**config.mk**
```make
export PLATFORM = sky130hd
export DESIGN_NAME = aes_ctr_scheduler
export DESIGN_NICKNAME = d
export VERILOG_FILES = /design/src/rtl/aes_ctr_scheduler_pkg.sv /design/src/rtl/aes_ctr_scheduler_sync_fifo.sv /design/src/rtl/aes_ctr_scheduler.sv
export SDC_FILE = /design/constraint.sdc
export NUM_CORES = 2
export LEC_CHECK = 0
export ABC_AREA = 1
export ABC_CLOCK_PERIOD_IN_PS = 9900
export CAP_MARGIN = 20
export CORE_MARGIN = 8
export CORE_UTILIZATION = 45
export DETAILED_ROUTE_END_ITERATION = 8
export DONT_BUFFER_PORTS = 1
export SETUP_SLACK_MARGIN = 0.5
export SLEW_MARGIN = 15
export SYNTH_ARGS = -nofsm -noshare
export SYNTH_HDL_FRONTEND = slang
export SYNTH_SLANG_ARGS = --single-unit
```
**constraint.sdc**
```tcl
create_clock -name CLK -period 9.9 [get_ports CLK]
set_input_delay 2.475 -clock CLK [delete_from_list [all_inputs] [get_ports CLK]]
set_output_delay 2.475 -clock CLK [all_outputs]
set_load 0.005 [all_outputs]
```
**src/rtl/aes_ctr_scheduler_pkg.sv**
```systemverilog
// Shared widths, defaults and FSM state type for the AES-CTR keystream scheduler.
package aes_ctr_scheduler_pkg;

  localparam int unsigned BLK_W     = 128;
  localparam int unsigned NONCE_W   = 96;
  localparam int unsigned CTR_W     = 32;
  localparam int unsigned DEPTH_DEF = 16;

  typedef enum logic [1:0] {
    ST_IDLE  = 2'd0,
    ST_ISSUE = 2'd1,
    ST_DRAIN = 2'd2
  } state_e;

endpackage

```
**src/rtl/aes_ctr_scheduler_sync_fifo.sv**
```systemverilog
// Synchronous FIFO with registered storage, first-word read and an occupancy count.
module sync_fifo #(
  parameter int unsigned WIDTH = 128,
  parameter int unsigned DEPTH = 16
) (
  input  logic                   clk,
  input  logic                   rst_n,
  input  logic                   push_i,
  input  logic [WIDTH-1:0]       data_i,
  input  logic                   pop_i,
  output logic [WIDTH-1:0]       data_o,
  output logic                   empty_o,
  output logic [$clog2(DEPTH):0] count_o
);

  localparam int unsigned AW    = $clog2(DEPTH);
  localparam int unsigned CNT_W = AW + 1;
  localparam logic [AW:0] FULL_CNT = DEPTH[AW:0];

  logic [WIDTH-1:0] mem_q [DEPTH];
  logic [AW-1:0]    wr_ptr_q, rd_ptr_q;
  logic [AW:0]      count_q;
  logic             full, do_push, do_pop;

  assign empty_o = (count_q == '0);
  assign full    = (count_q == FULL_CNT);
  assign do_pop  = pop_i && !empty_o;
  // A push into a full FIFO is only accepted when a pop frees the slot in the same cycle.
  assign do_push = push_i && (!full || do_pop);
  assign count_o = count_q;
  assign data_o  = empty_o ? '0 : mem_q[rd_ptr_q];

  // NOTE: sequential state uses non-blocking assignments so every flop samples pre-edge values.
  always_ff @(posedge clk or negedge rst_n) begin
    if (!rst_n) begin
      wr_ptr_q <= '0;
      rd_ptr_q <= '0;
      count_q  <= '0;
    end else begin
      if (do_push) wr_ptr_q <= wr_ptr_q + AW'(1);
      if (do_pop)  rd_ptr_q <= rd_ptr_q + AW'(1);
      count_q <= count_q + CNT_W'(do_push) - CNT_W'(do_pop);
    end
  end

  // NOTE: storage is deliberately not reset; the empty gate on data_o hides stale words.
  always_ff @(posedge clk) begin
    if (do_push) mem_q[wr_ptr_q] <= data_i;
  end

  assert property (@(posedge clk) disable iff (!rst_n) !(push_i && full && !pop_i));

endmodule

```
**src/rtl/aes_ctr_scheduler.sv**
```systemverilog
// Issues {nonce,ctr} blocks to a pipelined AES core under a credit limit and buffers keystream.
module aes_ctr_scheduler
  import aes_ctr_scheduler_pkg::*;
#(
  parameter int unsigned DEPTH   = DEPTH_DEF,
  parameter int unsigned AES_LAT = 21
) (
  input  logic               CLK,
  input  logic               RSTn,
  input  logic               start,
  input  logic [BLK_W-1:0]   key,
  input  logic [NONCE_W-1:0] nonce,
  input  logic [CTR_W-1:0]   ctr0,
  input  logic [CTR_W-1:0]   n_blocks,
  output logic               busy,
  output logic               done,
  output logic               err,
  output logic [BLK_W-1:0]   aes_kin,
  output logic [BLK_W-1:0]   aes_din,
  output logic               aes_drdy,
  input  logic [BLK_W-1:0]   aes_dout,
  input  logic               aes_dvld,
  output logic [BLK_W-1:0]   out_data,
  output logic               out_valid,
  input  logic               out_ready
);

  localparam int unsigned CW = $clog2(DEPTH) + 1;
  localparam logic [CW:0] DEPTH_W = DEPTH[CW:0];

  state_e             state_q, state_d;
  logic [BLK_W-1:0]   key_q, key_d;
  logic [NONCE_W-1:0] nonce_q, nonce_d;
  logic [CTR_W-1:0]   ctr_q, ctr_d;
  logic [CTR_W-1:0]   rem_q, rem_d;
  logic [CW-1:0]      inflight_q, inflight_d;
  logic               zero_done_q, zero_done_d;
  logic               err_q, err_d;

  logic               issue, drain_fin, spurious, dvld_ok, credit_ok, fifo_empty;
  logic [CW-1:0]      fifo_count;

  // A result with nothing outstanding is dropped and flagged rather than buffered.
  assign spurious  = aes_dvld && (inflight_q == '0);
  assign dvld_ok   = aes_dvld && !spurious;
  assign credit_ok = ({1'b0, inflight_q} + {1'b0, fifo_count}) < DEPTH_W;

  always_comb begin
    // NOTE: every combinational output is defaulted first so no path can infer a latch.
    state_d     = state_q;
    key_d       = key_q;
    nonce_d     = nonce_q;
    ctr_d       = ctr_q;
    rem_d       = rem_q;
    zero_done_d = 1'b0;
    err_d       = err_q | spurious;
    issue       = 1'b0;
    drain_fin   = 1'b0;

    unique case (state_q)
      ST_IDLE: begin
        if (start) begin
          key_d   = key;
          nonce_d = nonce;
          ctr_d   = ctr0;
          rem_d   = n_blocks;
          if (n_blocks == '0) zero_done_d = 1'b1;
          else                state_d     = ST_ISSUE;
        end
      end
      ST_ISSUE: begin
        if (credit_ok) begin
          issue = 1'b1;
          ctr_d = ctr_q + CTR_W'(1);
          rem_d = rem_q - CTR_W'(1);
          if (rem_q == CTR_W'(1)) state_d = ST_DRAIN;
        end
      end
      ST_DRAIN: begin
        // Completion is signalled while still in DRAIN, so a start in the done cycle is ignored.
        if (inflight_q == '0 && fifo_empty) begin
          drain_fin = 1'b1;
          state_d   = ST_IDLE;
        end
      end
      default: state_d = ST_IDLE;
    endcase

    inflight_d = inflight_q + CW'(issue) - CW'(dvld_ok);
  end

  always_ff @(posedge CLK or negedge RSTn) begin
    if (!RSTn) begin
      state_q     <= ST_IDLE;
      key_q       <= '0;
      nonce_q     <= '0;
      ctr_q       <= '0;
      rem_q       <= '0;
      inflight_q  <= '0;
      zero_done_q <= 1'b0;
      err_q       <= 1'b0;
    end else begin
      state_q     <= state_d;
      key_q       <= key_d;
      nonce_q     <= nonce_d;
      ctr_q       <= ctr_d;
      rem_q       <= rem_d;
      inflight_q  <= inflight_d;
      zero_done_q <= zero_done_d;
      err_q       <= err_d;
    end
  end

  sync_fifo #(
    .WIDTH (BLK_W),
    .DEPTH (DEPTH)
  ) u_fifo (
    .clk     (CLK),
    .rst_n   (RSTn),
    .push_i  (dvld_ok),
    .data_i  (aes_dout),
    .pop_i   (out_ready),
    .data_o  (out_data),
    .empty_o (fifo_empty),
    .count_o (fifo_count)
  );

  assign busy      = (state_q != ST_IDLE);
  assign done      = zero_done_q | drain_fin;
  assign err       = err_q;
  assign aes_kin   = key_q;
  assign aes_din   = {nonce_q, ctr_q};
  assign aes_drdy  = issue;
  assign out_valid = !fifo_empty;

  // A fixed-latency core can never hold more than AES_LAT blocks, and credit caps it at DEPTH.
  assert property (@(posedge CLK) disable iff (!RSTn)
    (32'(inflight_q) <= AES_LAT) && (32'(inflight_q) <= DEPTH));

endmodule

```
[After elaboration in Yosys (flattened, before gate mapping)]
Memory sizes are Yosys's and may differ from the RTL's.
Cells that the tools add are included.
Storage, ports and cells
  register bits: 310
  latch bits: 0
  bits in writable memories: 2048
  ROM bits: 0
  output and inout port bits: 389
  logic and storage cells: 73
  memories: 1
Memories
  u_fifo.mem_q: depth 16, width 128, read ports 1, clocked after memory_dff 0, wr ports 1, RTL line aes_ctr_scheduler_sync_fifo.sv:20  | logic [WIDTH-1:0] mem_q [DEPTH];
Operators by class
  add/subtract/negate cells: 9
  multipliers: 0
  div/mod/pow operators: 0
  order comparisons: 1
  equal/unequal tests: 9
  shift-type cells: 0
  mux-type cells: 22
  bitwise gates (word level): 2
  reductions and logical operators: 18
Operators with widths (number)
  2-to-1 mux 128 bit: 1
  2-to-1 mux 32 bit: 4
  one-hot mux 32 bit (2 select lines): 2
  adder 32 x 1 -> 32 bit (second input constant): 1
  equality test 32 x 1 -> 1 bit (second input constant): 1
  zero test 32 bit: 1
  subtractor 32 x 1 -> 32 bit (second input constant): 1
  adder 5 x 1 -> 5 bit: 2
  zero test 5 bit: 2
  2-to-1 mux 2 bit: 5
  inequality test 2 bit (second input constant): 5
  subtractor 5 x 1 -> 5 bit: 2
  2-to-1 mux 1 bit: 9
  adder 4 x 1 -> 4 bit (second input constant): 2
  adder 5 x 5 -> 6 bit: 1
  < comparator 6 x 5 -> 1 bit (second input constant): 1
  one-hot mux 2 bit (3 select lines): 1
  equality test 5 bit (second input constant): 1
  logical AND 1 bit: 5
  AND reduction 5 bit: 1
  nonzero test 2 bit: 2
  zero test 1 bit: 3
  AND reduction 3 bit: 1
  equality test 2 x 1 -> 1 bit (second input constant): 1
  other kinds (5): 6

[Longest topological paths before layout]
  depth after elaboration: 7
  depth in mapped cells: 15
  mapped depth without buffers: 15

[Cells and area by module]
From an unflattened synthesis, not the netlist that was laid out.
Unflattened totals
  cell total of the unflattened synthesis: 9489
  area total of the unflattened synthesis: 100772.9 um^2
Modules (own cells, without submodules)
  sync_fifo: times used 1, cells an instance 8091, area an instance 86698.2 um^2
  aes_ctr_scheduler: times used 1, cells an instance 1398, area an instance 14074.7 um^2

[Worst setup path after synthesis]
No wires, ideal clock.
  kind: input-to-reg
  from: in aes_dvld
  to: mem u_fifo.mem_q[11][0], enable pin
  setup time: 0.616 ns
  arrival time: 8.362 ns
  data required time: 9.284 ns
  setup slack: 0.922 ns
  cell stages on the path: 6
  buffers on the path: 0
  cells stage by stage: inv_1 > a31oi_1 > nand2_1 > nor2_1 > inv_1 > nor2_1
Between the ends
  cells in the longest elaborated chain, start to end: 6
Ends and longest elaborated chain
  from (decl): RTL line aes_ctr_scheduler.sv:22  | input logic aes_dvld,
  logical AND 1 bit: RTL line aes_ctr_scheduler.sv:44  | assign spurious = aes_dvld && (inflight_q == '0);
  zero test 1 bit: RTL line aes_ctr_scheduler.sv:45  | assign dvld_ok = aes_dvld && !spurious;
  logical AND 1 bit *: RTL line aes_ctr_scheduler.sv:45
  logical AND 1 bit *: RTL line aes_ctr_scheduler_sync_fifo.sv:29  | assign do_push = push_i && (!full || do_pop);
  2-to-1 mux 1 bit *: RTL line aes_ctr_scheduler_sync_fifo.sv:48  | if (do_push) mem_q[wr_ptr_q] <= data_i;
  2-to-1 mux 1 bit (implied by the code) *: RTL line aes_ctr_scheduler_sync_fifo.sv:48
  to (decl): RTL line aes_ctr_scheduler_sync_fifo.sv:20
Mark *: on every way between the ends. The rest lies on a longest branch, timed or not.

[Worst setup path after layout]
  from: reg u_fifo.rd_ptr_q[1]
  to: out out_data[42]
Between the ends
  cells in the longest elaborated chain, start to end: 2
Ends and longest elaborated chain
  from (decl): RTL line aes_ctr_scheduler_sync_fifo.sv:21  | logic [AW-1:0] wr_ptr_q, rd_ptr_q;
  from (signal assigned): RTL line aes_ctr_scheduler_sync_fifo.sv:41  | if (do_pop) rd_ptr_q <= rd_ptr_q + AW'(1);
  memory read (16 x 128 bit)
  2-to-1 mux 128 bit: RTL line aes_ctr_scheduler_sync_fifo.sv:31  | assign data_o = empty_o ? '0 : mem_q[rd_ptr_q];
  to (decl): RTL line aes_ctr_scheduler.sv:23  | output logic [BLK_W-1:0] out_data,
No other way between the ends.

==> run summary <==
The run finished with clean final reports. The share of the clock period used by the worst path came out at 73.3%. The clock input transition at the sequential cells of the worst setup and hold paths came out at 70 ps. The number of cell instances on the worst register-to-register path came out at 13. The via density per instance came out at 5.78.

In the synthesized netlist the dominant register cell turns out to be sky130_fd_sc_hd__edfxtp_1. In this design, the largest share of critical-path delay is due to buffers and inverters. The post-detailed-route wirelength per cell is 26.7 um. Traced cell by cell, the critical path runs through buf_4 -> buf_4 -> o21ai_0 -> o211ai_1 -> nand3_1 -> a21oi_1. The normalized max-slew margin is 9.29%. The count of warnings emitted by yosys came out at 0. Following the worst setup path forward leads to its endpoint at out_data[42]. The routed design has 276000 um of wire. The overall die area is 0.226 mm2. The HPWL after detailed placement came out at 148000 um.

In the final layout, the share of cells above drive strength 1 is under 10%. The via count of the routed design came out at between 50000 and 60000. The critical path crosses 6 cells after its start point. The number of flops mapped to enable cells by yosys came out at about 2000. For this configuration, the core starts out at a cell density of 45.3%.

The final hold violation count is 0. The first-pass detailed-route iteration total came out at 5. The pin slew with the least headroom to its limit is 1360 ps. In this run, CTS created clock tree buffers numbering 238. The count of filler cells inserted in the layout came out at about 18000. The number of H-tree branching levels is 4. The number of max-slew violations in the final report came out at 0. The netlist area before placement is between 0.09 and 0.1 mm2. The multi-input combinational cells in the finished layout cover a total of 0.0231 mm2.

The highest clock rate came out at about 140 MHz. Post-CTS repair changed the size of 0 cells. The library cell used most frequently in the layout, excluding fill and tap cells, is sky130_fd_sc_hd__edfxtp_1. The kind of end point of the critical path is an output port. between 800 and 900 I/O pins were placed. Across the VDD grid, the largest voltage drop is 280 uV. Compared with the post-synthesis result, the final layout area differs by 10.7%. The fraction of synthesis flops using an asynchronous set or reset pin came out at about an eighth.

The count of nets left with antenna violations once routing finished came out at 0. The first-pass GRT wire length came out at 396000 um. After global routing the overflow that remains totals 0. The startpoint identified for the worst register-to-register timing path is u_fifo.count_o[3]. The initial antenna violation count is 82. Max-cap violations in this run came to 0. The initialized floorplan defines 168 standard-cell rows. The number of storage elements in the synthesis netlist is 2358. The critical path required time came out at 7430 ps.

The start-to-end type of the worst setup path is flop to output port. The buffer depth of the longest clock path came out at 3. The aggregate negative setup slack came out at 0 ps. The width of the die came out at between 400 and 500 um. The largest individual stage delay along the critical path comes from the cell sky130_fd_sc_hd__dfrtp_4. The power density relative to cell area came out at 302 mW/mm2.

The number of global-route vias before repair is 57046. In this run the worst hold path is classified as flop to flop. The count of mapped cells out of synthesis is 7463. The clock network latency to the later pin of the worst-skew pair is between 800 and 900 ps. The critical path arrival came out at 4780 ps. Measured along the y axis, the die boundary spans 475 um. Setup repair after global routing left no endpoint under its margin. The routability congestion estimate is 0.875. After clock tree synthesis, the flow added hold-fix buffers numbering 0. The first-iteration detailed-routing DRC count is between 5000 and 6000. In the layout the commonest cells are sky130_fd_sc_hd__edfxtp_1, sky130_fd_sc_hd__nor2_1, sky130_fd_sc_hd__o21ai_0. Clock skew on the completed layout was measured at between 50 and 60 ps. STA classifies the critical path startpoint as a flop. The number of setup buffers added after CTS is 0.

For this run, the post-layout net count is 7740. When the netlist entered floorplanning its net count stood at around 8000. The footprint of the flip-flops and latches is 0.0693 mm2. The worst-case register-to-register setup slack came out at between 5000 and 6000 ps. The proportion of synthesized chip area in sequential cells is 72.9%. The number of clock sinks seen by CTS is between 2000 and 2500. Entering global routing, the biggest net connects 311 pins. The startpoint identified for the worst hold timing path is rem_q[29]. The final cell area excluding filler cells came out at 0.105 mm2. TritonCTS built the clock tree. The placeable core region came out at roughly 0.21 mm2. The clock period minus worst slack came out at 7260 ps. Buffers placed on the I/O ports in this run total 0.

The post-placement cell area came out at slightly below 0.1 mm2. Global routing used 23.4% of the available tracks across all layers. The DRC violation count after routing came out at 0. The endpoint identified for the worst register-to-register timing path is u_fifo.mem_q[8][119]. In this run the worst setup path begins at u_fifo.rd_ptr_q[1]. The setup violation total in the final timing report is 0. For this design the static power due to leakage is 34.7 nW. The netlist uses 33 different library cells. By instance count, the cell type seen most on the critical path is sky130_fd_sc_hd__buf_4.

The highest cell delay on the worst timing path is 910 ps. The worst path buffer plus inverter count came out at 2. Along the worst path, the maximum fanout reaches 100.

The tree is rooted in a sky130_fd_sc_hd__clkbuf_16. The post-synthesis area per instance came out at 12.7 um2.
## per-layer routing
| layer | vias to the layer above | global-route usage, % | wire [um] |
|---|---|---|---|
| met3 | 506 | 7.08 | 26600 |
| met5 | - | 0 | 25 |
| li1 | 26771 | - | - |
| met1 | 30113 | 28.9 | 105000 |
| met2 | 2269 | 39.5 | 135000 |
| met4 | 4 | 7.93 | 9300 |
## stage by stage
stage	setup WS (ps)	utilization, %	instances	total power (W)	hold slack [ps]
after floorplan	922	-	7463	0.0198	464
after global placement	3540	46.4	9855	0.0229	490
after detailed placement	3530	46.4	9856	0.0231	500
after CTS	2580	50.1	10295	0.0320	513
after global routing	2210	50.1	10318	0.0334	552
final	2640	50.2	10328	0.0317	514
## sequential cells by signal, summed over array words and instances (netlist names)
register / flops
u_fifo.mem_q: 2048
u_fifo.count_o: 5
inflight_q: 5
aes_kin: 128
err: 1
nonce_q: 96
state_q: 2
zero_done_q: 1
u_fifo.wr_ptr_q: 4
u_fifo.rd_ptr_q: 4
rem_q: 32
ctr_q: 32
## worst min-delay path: stages, from the launching register on
cell	delay [ps]
sky130_fd_sc_hd__dfrtp_1	360
sky130_fd_sc_hd__nand2_1	70
sky130_fd_sc_hd__nand2_1	60
## power breakdown
group | switching (W) | internal [W]
clock network | 0.00381 | 0.00506
registers | 0.000953 | 0.0121
logic | 0.00694 | 0.00280
total | 0.0117 | 0.0200
## how the worst min path moves through the flow
stage | end | cells after the start
2_1_floorplan | rem_q[29] | 2
3_3_place_gp | rem_q[29] | 2
3_5_place_dp | rem_q[29] | 2
4_1_cts | rem_q[29] | 2
5_1_grt | rem_q[29] | 2
6_report | rem_q[29] | 2
## cell families after synthesis
| kind of cell | Yosys count | share of synthesized area [%] |
|---|---|---|
| flops | 2358 | 72.9 |
| mux | 224 | 2.66 |
| xor+xnor | 25 | 0.231 |
| simple gates | 2493 | 10.5 |
| buf+inv | 607 | 2.86 |
| compound gates | 1730 | 10.5 |
| fa+ha+maj | 26 | 0.358 |
## final cells by class
cell class / instances / area share, %
inverters: 116 / 0.454
diodes: 31 / 0.0738
flip-flops and latches: 2358 / 65.9
clock buffers: 306 / 6.03
repair buffers: 81 / 0.870
well taps: 2805 / 3.34
clock inverters: 133 / 1.33
multi-input cells: 4498 / 22.0
## synthesized netlist by cell type, types with 18 or more instances
master | number | area (um2)
sky130_fd_sc_hd__or2_2 | 23 | 144
sky130_fd_sc_hd__inv_1 | 112 | 420
sky130_fd_sc_hd__buf_1 | 19 | 71.3
sky130_fd_sc_hd__buf_2 | 154 | 771
sky130_fd_sc_hd__nand2_1 | 384 | 1440
sky130_fd_sc_hd__o211ai_1 | 513 | 3850
sky130_fd_sc_hd__a21oi_1 | 138 | 691
sky130_fd_sc_hd__edfxtp_1 | 2048 | 61500
sky130_fd_sc_hd__buf_6 | 18 | 203
sky130_fd_sc_hd__o21ai_1 | 235 | 1180
sky130_fd_sc_hd__mux2_2 | 224 | 2520
sky130_fd_sc_hd__o21ai_0 | 840 | 4200
sky130_fd_sc_hd__nand3_1 | 364 | 1820
sky130_fd_sc_hd__nor2_1 | 1697 | 6370
sky130_fd_sc_hd__clkbuf_1 | 272 | 1020
sky130_fd_sc_hd__dfrtp_1 | 310 | 7760
sky130_fd_sc_hd__ha_1 | 24 | 300
sky130_fd_sc_hd__buf_4 | 28 | 210
sky130_fd_sc_hd__xor2_1 | 21 | 184
No activity file was read; power rests on OpenSTA's default activity.
